### config.mk
export PLATFORM = sky130hd
export DESIGN_NAME = md_issue_ctrl
export DESIGN_NICKNAME = d
export VERILOG_FILES = /design/src/rtl/md_issue_ctrl.sv
export SDC_FILE = /design/constraint.sdc
export NUM_CORES = 1
export LEC_CHECK = 0
export CORE_AREA = 2 2 46 48
export CTS_CLUSTER_DIAMETER = 50
export DETAILED_ROUTE_END_ITERATION = 10
export DIE_AREA = 0 0 48 50
export PLACE_DENSITY = 0.57
export SETUP_SLACK_MARGIN = 0.2
export SLEW_MARGIN = 20
export SYNTH_ARGS = -nofsm -noshare
export SYNTH_HDL_FRONTEND = slang
export SYNTH_SLANG_ARGS = --single-unit
### constraint.sdc
create_clock -name clk -period 1.5 [get_ports clk]
set_clock_uncertainty 0.2 [all_clocks]
set_input_delay 0.3 -clock clk [delete_from_list [all_inputs] [get_ports clk]]
set_output_delay 0.3 -clock clk [all_outputs]
set_load 0.02 [all_outputs]
### src/rtl/md_issue_ctrl.sv
// md_issue_ctrl: D->E issue register for the multiply/divide unit.
// Holds a cycle-accurate shadow of the MDU busy window, stalls Decode on
// HI/LO-class collisions, and cross-checks the shadow against MDU Busy.
module md_issue_ctrl #(
    parameter int unsigned MULT_LAT = 5,
    parameter int unsigned DIV_LAT  = 10
) (
    input  logic       clk,
    input  logic       reset,
    input  logic       d_valid,
    input  logic [3:0] d_op,
    input  logic       e_flush,
    input  logic       mdu_busy,
    output logic       stall,
    output logic [3:0] md_mode,
    output logic       md_hilosel,
    output logic       shadow_busy,
    output logic       sync_err
);

    typedef enum logic [3:0] {
        OP_NONE  = 4'd0,
        OP_MULT  = 4'd1,
        OP_MULTU = 4'd2,
        OP_DIV   = 4'd3,
        OP_DIVU  = 4'd4,
        OP_MFHI  = 4'd5,
        OP_MFLO  = 4'd6,
        OP_MTHI  = 4'd7,
        OP_MTLO  = 4'd8
    } md_op_e;

    typedef enum logic [1:0] {
        ST_IDLE  = 2'd0,
        ST_ISSUE = 2'd1,
        ST_COUNT = 2'd2
    } md_state_e;

    md_state_e  state_q, state_d;
    logic [3:0] cnt_q, cnt_d;
    logic [3:0] md_mode_q, md_mode_d;
    logic       md_hilosel_q, md_hilosel_d;
    logic       shadow_dly_q;
    logic       sync_err_q;
    logic       e_start;
    logic       busy;

    function automatic logic is_start(input logic [3:0] op);
        return (op == OP_MULT) || (op == OP_MULTU) || (op == OP_DIV) || (op == OP_DIVU);
    endfunction

    function automatic logic is_access(input logic [3:0] op);
        return is_start(op) || (op == OP_MFHI) || (op == OP_MFLO) ||
               (op == OP_MTHI) || (op == OP_MTLO);
    endfunction

    function automatic logic is_div(input logic [3:0] op);
        return (op == OP_DIV) || (op == OP_DIVU);
    endfunction

    // Issue decision, E-register next state, busy-window counter and FSM next state.
    // ISSUE tracks "start op sits in E", so the FSM state alone encodes
    // shadow_busy = (cnt != 0) | e_start.
    always_comb begin
        e_start      = (state_q == ST_ISSUE);
        busy         = (state_q != ST_IDLE);
        stall        = d_valid && is_access(d_op) && busy;
        md_mode_d    = OP_NONE;
        md_hilosel_d = md_hilosel_q;
        cnt_d        = '0;
        state_d      = ST_IDLE;

        if (!(stall || e_flush || !d_valid)) begin
            md_mode_d    = d_op;
            md_hilosel_d = (d_op == OP_MFHI);
        end

        if (e_start) begin
            cnt_d = is_div(md_mode_q) ? 4'(DIV_LAT - 1) : 4'(MULT_LAT - 1);
        end else if (cnt_q != '0) begin
            cnt_d = cnt_q - 4'd1;
        end

        if (is_start(md_mode_d)) begin
            state_d = ST_ISSUE;
        end else if (cnt_d != '0) begin
            state_d = ST_COUNT;
        end
    end

    // State, counter and E-stage request registers.
    always_ff @(posedge clk or negedge reset) begin
        if (!reset) begin
            state_q      <= ST_IDLE;
            cnt_q        <= '0;
            md_mode_q    <= OP_NONE;
            md_hilosel_q <= 1'b0;
        end else begin
            state_q      <= state_d;
            cnt_q        <= cnt_d;
            md_mode_q    <= md_mode_d;
            md_hilosel_q <= md_hilosel_d;
        end
    end

    // MDU Busy is registered on its side, so compare it with last cycle's shadow; sticky error.
    always_ff @(posedge clk or negedge reset) begin
        if (!reset) begin
            shadow_dly_q <= 1'b0;
            sync_err_q   <= 1'b0;
        end else begin
            shadow_dly_q <= busy;
            sync_err_q   <= sync_err_q | (shadow_dly_q != mdu_busy);
        end
    end

    assign md_mode     = md_mode_q;
    assign md_hilosel  = md_hilosel_q;
    assign shadow_busy = busy;
    assign sync_err    = sync_err_q;

endmodule

==> results of run 1 <==
per-stage QoR:
step / worst slack, ns / util [%] / TNS [ns] / hold slack, ns / std cells
global placement: -1.02 / 48.1 / -6.37 / 0.249 / 108
detailed placement: -1.03 / 48.1 / -6.61 / 0.256 / 108
CTS: -0.206 / 52.1 / -1.37 / 0.134 / 114
finish: -0.196 / 52.3 / -1.10 / 0.132 / 114
floorplan: -0.278 / - / -0.832 / -0.196 / 53
global route: -0.226 / 52.3 / -1.58 / 0.144 / 114
power breakdown:
group          switching, µW  internal, µW
Sequential              53.4           437
Combinational            249           300
Clock                    103           103
Total                    405           840
kinds of logic (layout without fill, tap and decap cells):
logic type,after synthesis,after routing,share of synthesized area (%)
adder cells (fa/ha/maj),1,1,2.01
buffers and inverters,4,38,2.41
flip-flops,13,13,52.3
XOR/XNOR,2,2,2.82
multiplexers,1,1,2.41
AO/OA/AOI/OAI,11,11,15.7
AND/OR/NAND/NOR,21,21,22.3
flip-flops by register name, summed over array words and instances, names as in the netlist:
| register | cells |
|---|---|
| cnt_q | 4 |
| md_hilosel | 1 |
| md_mode | 4 |
| sync_err | 1 |
| shadow_dly_q | 1 |
| state_q | 2 |
cell usage in the layout, fill, tap and decap left out, drive strengths merged, types with 2 or more instances in the layout:
cell type,instances
xnor2,2
and2,5
nor3,3
nand3b,2
dfrtp,13
o21ai,3
nand2b,4
clkbuf,5
clkdlybuf4s50,4
inv,4
buf,25
nor2,2
area by class of cell:
type | instances | area, µm²
fillers | 192 | 907
flip-flops and latches | 13 | 328
multi-input cells | 36 | 317
repair buffers | 30 | 275
well taps | 27 | 33.8
clock buffers | 4 | 26.3
inverters | 4 | 15.0
final timing paths:
kind | endpoint | slack [ns] | cells after the start
setup / recovery | stall | -0.20 | 4
max in group asynchronous | md_mode[1] | 0.80 | 2
min in group clk | md_mode[3] | 0.17 | 3
hold / removal | cnt_q[2] | 0.13 | 2
setup reg to reg | md_hilosel | -0.17 | 4
hold reg to reg | sync_err | 0.28 | 2
per-layer routing:
layer  vias to the layer above  part of all wire, %  wire [µm]  GRT usage [%]
li1                        261                    -          -              -
met1                       244                   41        482           13.0
met2                        13                   53        633           19.6
met3                         2                  4.0         47           1.10
met4                         0                  1.8         21           8.11
met5                         -                    0          0              0
timing repair:
action                                  4_1_cts  5_1_grt
endpoints found under the hold margin         0        0
pin swaps                                     5        2
endpoints found under the setup margin       19       19
resized for setup                            73        3
buffers inserted                              2        0
==> flow_summary.yaml, run 1 <==
clocking:
  insertion_delay_ns: 0.26
  ctsRootBufferMaster: "clkbuf_4"
  cts_buffer_depth: 2
  numCtsBuffers: 3
  cts_tree: "done"
  clock-sinks: 13
  h-tree-depth: 1
  ctsHoldBuffers: 0
  clk_pin_slew_ns: 0.07
layout:
  design_area_um2: 995
  syn2layout_area_growth_pct: 60.0
  drive_above_1_share_pct: 47.1
  n_antenna_cell: 0
  final_nets: 98
power:
  p_total_uw: 1250
  peakVddDrop_mv: 0.576
  powerDensity_nw_per_um2: 1250
  leakage_uw: 0.000440
floorplanning:
  fp.dieW_um: 48
  die_area_um2: 2400
  io_pins: 17
  rows: 16
  initial_utilization_pct: 32.7
  fp.coreArea_um2: 1900
  die_h_um: 50
global_routing:
  grt_overflow: 0
  grt_pass1_vias: 507
  antenna_found_initial: 0
  grt_max_degree: 14
  grt_pass1_wl_um: 2010
  grt_use_total_pct: 11.7
critical_path:
  endpoint_kind: "primary output"
  crit_arrival_ns: 1.20
  path_buf_inv: 2
  slowest_delay_ns: 0.52
  cp_max_fo: 2
  cp_cell_sequence: "buf_6 -> or4_4 -> and4_4 -> buf_6"
  reg2reg_from: "state_q[1]"
  crit_family: "simple AND/OR/NAND/NOR gates"
  critPathLaunch: "d_op[3]"
  critPathKind: "input pin to primary output"
  cpMostUsedCell: "buf_6"
  cp-start-kind: "input pin"
  cp.required_ns: 1.00
  critPathSlowestCell: "or4_4"
logic_synthesis:
  synth_edf_count: 0
  ys_warn_count: 0
  ys_seq_elements: 13
  synthTopCellsByArea: "dfrtp_1, and2_1, a311oi_4"
  syn_area_per_cell_um2: 11.7
  synth_largest_area_cell: "dfrtp_1"
  ys_top_cells_by_count: "dfrtp_1, and2_1, inv_1, nand2b_1"
  async_flop_share_pct: 100
  yosys.cell_types.count: 24
  synth_seq_area_share_pct: 52.3
  synth.most_common_cell: "dfrtp_1"
  syn_inst: 53
  syn_nets: 63
  syn_area_um2: 622
  synth_flop_cell: "dfrtp_1"
  netlist.area_leader.share_pct: 52.3
route:
  num_vias: 520
  drt_iter0_markers: 2
  vias_per_cell: 4.56
  drc_errors: 0
  drt-total-wl_um: 1180
  drtAntennaViolNets: 0
  wl_per_cell_um: 10.4
  dr.pass1.iters: 4
placed_design:
  dpl_cell_area_um2: 915
  globalplace.congestion: 0.808
  dp_hpwl_um: 926
  port_buffers: 16
flow_run:
  drv_cap: 0
timing:
  finalHoldViolCount: 0
  rsz0062_at_grt: "yes"
  finalCriticalPeriod_ns: 1.70
  fmax_ghz: 0.590
  worst_slack_ns: -0.196
  max_slew_margin_pct: 81.0
  post-route-period-util_pct: 113
  maxSlewViolCount: 0
  worst_slew_pin_slew_ns: 0.283
  setup_viol: 9
status:
  outcome: "finished with violations"
  violations: "setup timing"
worst_hold_path:
  worstHoldPathType: "input pin to asynchronous set/reset pin"
Note: power is estimated with default switching activity, not from simulation.
==> run 2, diff against run 1 <==
--- a/config.mk
+++ b/config.mk
@@ -10,7 +10,7 @@
 export DETAILED_ROUTE_END_ITERATION = 10
 export DIE_AREA = 0 0 48 50
 export PLACE_DENSITY = 0.57
-export SETUP_SLACK_MARGIN = 0.2
+export SETUP_SLACK_MARGIN = 0.5
 export SLEW_MARGIN = 20
 export SYNTH_ARGS = -nofsm -noshare
 export SYNTH_HDL_FRONTEND = slang
==> run 2 against run 1 <==
Against the previous run:
- the run still ends with setup timing left
- design area up 3.6%
- sequential cell count unchanged
- utilization up 1.9 points
- combinational power up 25%
- global-route usage up 2.7 points
- die area unchanged
- total power up 13%
- sequential power up 3%
- setup slack worse by 0.025 ns
- via count up 1.2%
- register-to-register slack worse by 0.03 ns
- sequential share of layout area down 1.2 points
- critical path type unchanged
==> flow_summary.yaml, run 2 (synthesis results as in run 1) <==
route:
  drtAntennaViolNets: 0
  drt-total-wl_um: 1430
  drc_errors: 0
  drt_iter0_markers: 1
  dr.pass1.iters: 2
  vias_per_cell: 4.61
  num_vias: 526
  wl_per_cell_um: 12.5
clocking:
  insertion_delay_ns: 0.27
  ctsRootBufferMaster: "clkbuf_4"
  cts_tree: "done"
  numCtsBuffers: 3
  cts_buffer_depth: 2
  clk_pin_slew_ns: 0.07
  h-tree-depth: 1
  clock-sinks: 13
timing:
  finalSetupTns_ns: -1.44
  fmax_ghz: 0.581
  rsz0062_at_grt: "yes"
  worst_slew_pin_slew_ns: 0.293
  finalHoldViolCount: 0
  finalCriticalPeriod_ns: 1.72
  maxSlewViolCount: 0
  post-route-period-util_pct: 115
  worst_slack_ns: -0.222
  max_slew_margin_pct: 80.3
  setup_viol: 9
power:
  peakVddDrop_mv: 0.776
  leakage_uw: 0.000453
  powerDensity_nw_per_um2: 1360
layout:
  final_nets: 98
  final_common_cell: "buf_4"
  n_antenna_cell: 0
  drive_above_1_share_pct: 54.0
  layout_common_cells: "buf_4, dfrtp_1, buf_6"
  post-route-util_pct: 54.2
  syn2layout_area_growth_pct: 65.8
critical_path:
  cp_max_fo: 2
  cp-start-kind: "input pin"
  reg2reg_from: "state_q[1]"
  cp.required_ns: 1.00
  slowest_delay_ns: 0.52
  cp_cell_sequence: "buf_6 -> or4_4 -> and4_4 -> buf_6"
  endpoint_kind: "primary output"
  crit_arrival_ns: 1.22
  cpMostUsedCell: "buf_6"
  critPathKind: "input pin to primary output"
  r2r_setup_slack_ns: -0.20
  critPathCapture: "stall"
  critPathSlowestCell: "or4_4"
  critPathLaunch: "d_op[3]"
  reg2reg_depth: 4
  r2r_end: "md_hilosel"
floorplanning:
  initial_utilization_pct: 32.7
  fp.dieW_um: 48
  die_area_um2: 2400
  die_h_um: 50
  rows: 16
  fp.coreArea_um2: 1900
  io_pins: 17
placed_design:
  port_buffers: 16
  globalplace.congestion: 0.735
  dp_hpwl_um: 967
status:
  outcome: "finished with violations"
  violations: "setup timing"
global_routing:
  grt_pass1_vias: 537
  grt_use_total_pct: 14.4
  grt_overflow: 0
  grt_max_degree: 14
  antenna_found_initial: 0
  grt_pass1_wl_um: 2360
worst_hold_path:
  worstHoldPathType: "input pin to flip-flop"
flow_run:
  drv_cap: 0
run 2: changes by cell type in the layout (fill, tap and decap cells not counted), moves of 2 or more:
| cell | delta |
|---|---|
| and2_1 | -2 |
| and2_4 | +2 |
| inv_1 | -2 |
| inv_2 | +2 |
run 2: worst max-delay path: cells and delay by family:
kind                   cells  cell delay (ns)
and+or+nand+nor            2             0.70
buffers and inverters      2             0.21
run 2: metal layers:
| metal | up-vias | wire length, µm | track usage (%) |
|---|---|---|---|
| met5 | - | 0 | 0 |
| met4 | 0 | 19 | 6.76 |
| met3 | 2 | 34 | 4.40 |
| met2 | 12 | 775 | 22.7 |
| met1 | 253 | 599 | 17.1 |
| li1 | 259 | - | - |
run 2: where the power goes:
part | internal [µW] | switching [µW]
registers | 437 | 69.7
logic | 384 | 305
clock network | 103 | 104
total | 924 | 479
run 2: timing repair:
| item | CTS | global route |
|---|---|---|
| setup buffers | 1 | 2 |
| cloned | 0 | 0 |
| pin swaps | 5 | 2 |
| gates resized for setup | 75 | 5 |
| endpoints found under the setup margin | 20 | 21 |
| hold buffers | 0 | 0 |
run 2: how the worst min path moves through the flow:
stage          startpoint        to  cells past startpoint
5_1_grt          mdu_busy  sync_err                      3
4_1_cts             reset  cnt_q[3]                      2
2_1_floorplan       reset  cnt_q[0]                      0
3_3_place_gp     sync_err  sync_err                      1
3_5_place_dp     sync_err  sync_err                      1
6_report         mdu_busy  sync_err                      3
run 2: layout make-up:
class,instances,area [µm²]
clock buffers,4,26.3
flip-flops and latches,13,328
multi-input cells,36,352
well taps,27,33.8
fillers,175,871
inverters,4,15.0
repair buffers,30,277
run 2: through the flow:
step	hold WS (ns)	std cells	setup slack (ns)	area [µm²]	total power [µW]
final	0.0954	114	-0.222	1030	1400
after detailed placement	0.259	107	-1.02	913	984
after floorplan	-0.196	53	-0.278	637	808
after global placement	0.252	107	-1.01	913	979
after CTS	0.117	112	-0.218	1000	1350
after global routing	0.114	114	-0.255	1030	1500
==> run 3, diff against run 2 <==
--- a/config.mk
+++ b/config.mk
@@ -9,7 +9,9 @@
 export CTS_CLUSTER_DIAMETER = 50
 export DETAILED_ROUTE_END_ITERATION = 10
 export DIE_AREA = 0 0 48 50
-export PLACE_DENSITY = 0.57
+export DONT_BUFFER_PORTS = 1
+export GPL_TIMING_DRIVEN = 1
+export PLACE_DENSITY = 0.45
 export SETUP_SLACK_MARGIN = 0.5
 export SLEW_MARGIN = 20
 export SYNTH_ARGS = -nofsm -noshare
==> run 3 against run 2 <==
Against the previous run:
- the run ends with hold timing, setup timing left
- final cell count shrank 16%
- clock-buffer cell count is the same
- global-route usage shrank 2.8 points
- maximum frequency grew 2.4%
==> flow_summary.yaml, run 3 (synthesis results as in run 1) <==
critical_path:
  crit_family: "simple AND/OR/NAND/NOR gates"
  slowest_delay_ns: 0.38
  cp.required_ns: 1.00
  endpoint_kind: "primary output"
  r2r_end: "md_hilosel"
  critPathSlowestCell: "dfrtp_1"
  reg2reg_depth: 4
  path_buf_inv: 1
  cp_cell_sequence: "or2_4 -> buf_6 -> and4_4"
  reg2reg_from: "state_q[0]"
  cp-start-kind: "flip-flop"
  cp_max_fo: 2
  critPathKind: "flip-flop to primary output"
  r2r_setup_slack_ns: -0.16
  crit_arrival_ns: 1.18
route:
  drt_iter0_markers: 6
  wl_per_cell_um: 12.4
  dr.pass1.iters: 3
  drc_errors: 0
  drtAntennaViolNets: 0
  drt-total-wl_um: 1190
  vias_per_cell: 4.80
  num_vias: 461
layout:
  fillers: 197
  final_nets: 80
  layout_common_cells: "dfrtp_1, buf_6, dfrtp_2, buf_4, inv_1"
  drive_above_1_share_pct: 49.3
  n_antenna_cell: 0
  syn2layout_area_growth_pct: 37.0
  final_common_cell: "dfrtp_1"
  design_area_um2: 852
  stdcell_count: 96
clocking:
  insertion_delay_ns: 0.26
  numCtsBuffers: 3
  h-tree-depth: 1
  clock-sinks: 13
  clk_pin_slew_ns: 0.08
  ctsRootBufferMaster: "clkbuf_4"
  ctsHoldBuffers: 1
  cts_buffer_depth: 2
  cts_tree: "done"
power:
  leakage_uw: 0.000363
  powerDensity_nw_per_um2: 1470
  pwr-share-comb_pct: 43.2
  p_sw_share_pct: 32.8
  seqPwrFrac_pct: 40.3
  p_clk_share_pct: 16.5
  p_int_uw: 842
  peakVddDrop_mv: 0.616
  p_total_uw: 1250
  p_sw_uw: 411
floorplanning:
  fp.coreArea_um2: 1900
  rows: 16
  io_pins: 17
  fp.dieW_um: 48
  die_h_um: 50
  initial_utilization_pct: 32.7
  die_area_um2: 2400
global_routing:
  grt_pass1_wl_um: 1930
  antenna_found_initial: 0
  grt_max_degree: 14
  grt_pass1_vias: 475
  grt_overflow: 0
  grt_use_total_pct: 11.5
placed_design:
  dp_hpwl_um: 895
  placed_cells: 87
  dpl_cell_area_um2: 723
  port_buffers: 0
  globalplace.congestion: 0.710
timing:
  holdWs_ns: -0.109
  rsz0062_at_grt: "yes"
  maxSlewViolCount: 0
  finalHoldViolCount: 18
  setup_viol: 9
  max_slew_margin_pct: 61.1
  worst_slew_pin_slew_ns: 0.583
  finalCriticalPeriod_ns: 1.68
  worst_slack_ns: -0.182
  post-route-period-util_pct: 112
  fmax_ghz: 0.595
status:
  outcome: "finished with violations"
  violations: "hold timing, setup timing"
worst_hold_path:
  worstHoldPathType: "input pin to asynchronous set/reset pin"
flow_run:
  drv_cap: 0
-- run 3: changes by cell type in the layout (fill, tap and decap cells not counted), moves of 2 or more --
cell             delta
inv_2               -2
buf_2               -2
dfrtp_1             -3
buf_6               -5
clkdlybuf4s50_1     -3
buf_4               -7
dfrtp_2             +3
inv_1               +2
-- run 3: power by group through the flow --
stage	clock network, µW	logic, µW	registers [µW]
floorplan	0	304	504
global placement	0	407	512
global route	232	599	517
CTS	217	517	504
detailed placement	0	400	512
finish	207	541	505
-- run 3: metrics by stage --
step / TNS [ns] / setup slack (ns) / util [%]
2_1_floorplan: -0.832 / -0.278 / -
3_3_place_gp: -1.36 / -0.234 / 38.0
3_5_place_dp: -1.40 / -0.241 / 38.0
4_1_cts: -0.985 / -0.188 / 42.8
5_1_grt: -1.31 / -0.215 / 44.8
6_report: -0.923 / -0.182 / 44.8
-- run 3: final cells by class --
| type | instances | area [µm²] | share of cell area (%) |
|---|---|---|---|
| Clock buffer | 4 | 26.3 | 3.08 |
| Inverter | 4 | 15.0 | 1.76 |
| Multi-Input combinational cell | 36 | 328 | 38.5 |
| Sequential cell | 13 | 332 | 38.9 |
| Tap cell | 27 | 33.8 | 3.96 |
| Timing Repair Buffer | 12 | 118 | 13.8 |
-- run 3: worst max path at each step --
| stage | from | endpoint | depth (start not counted) | slack [ns] |
|---|---|---|---|---|
| 6_report | state_q[0] | stall | 3 | -0.18 |
| 5_1_grt | state_q[0] | stall | 3 | -0.22 |
| 4_1_cts | state_q[0] | stall | 3 | -0.19 |
| 3_5_place_dp | d_op[0] | md_hilosel | 3 | -0.24 |
| 3_3_place_gp | d_op[0] | md_hilosel | 3 | -0.23 |
| 2_1_floorplan | d_op[0] | md_hilosel | 3 | -0.28 |
-- run 3: worst reg2reg max path, stage by stage, from the launching register on --
cell	delay (ns)
dfrtp_1	0.38
or2_4	0.26
buf_4	0.14
a311oi_4	0.25
mux2_4	0.32
-- run 3: routing by layer --
metal / part of all wire [%] / track usage (%) / vias to the layer above
li1: - / - / 221
met1: 44 / 13.8 / 225
met2: 49 / 16.9 / 13
met3: 5.2 / 3.30 / 2
met4: 1.6 / 8.11 / 0
met5: 0 / 0 / -
-- run 3: timing repair --
item | 4_1_cts | 5_1_grt
buffers inserted | 2 | 2
gates resized for setup | 12 | 8
setup endpoints to repair | 20 | 33
pin swaps | 3 | 0
endpoints found under the hold margin | 18 | 18
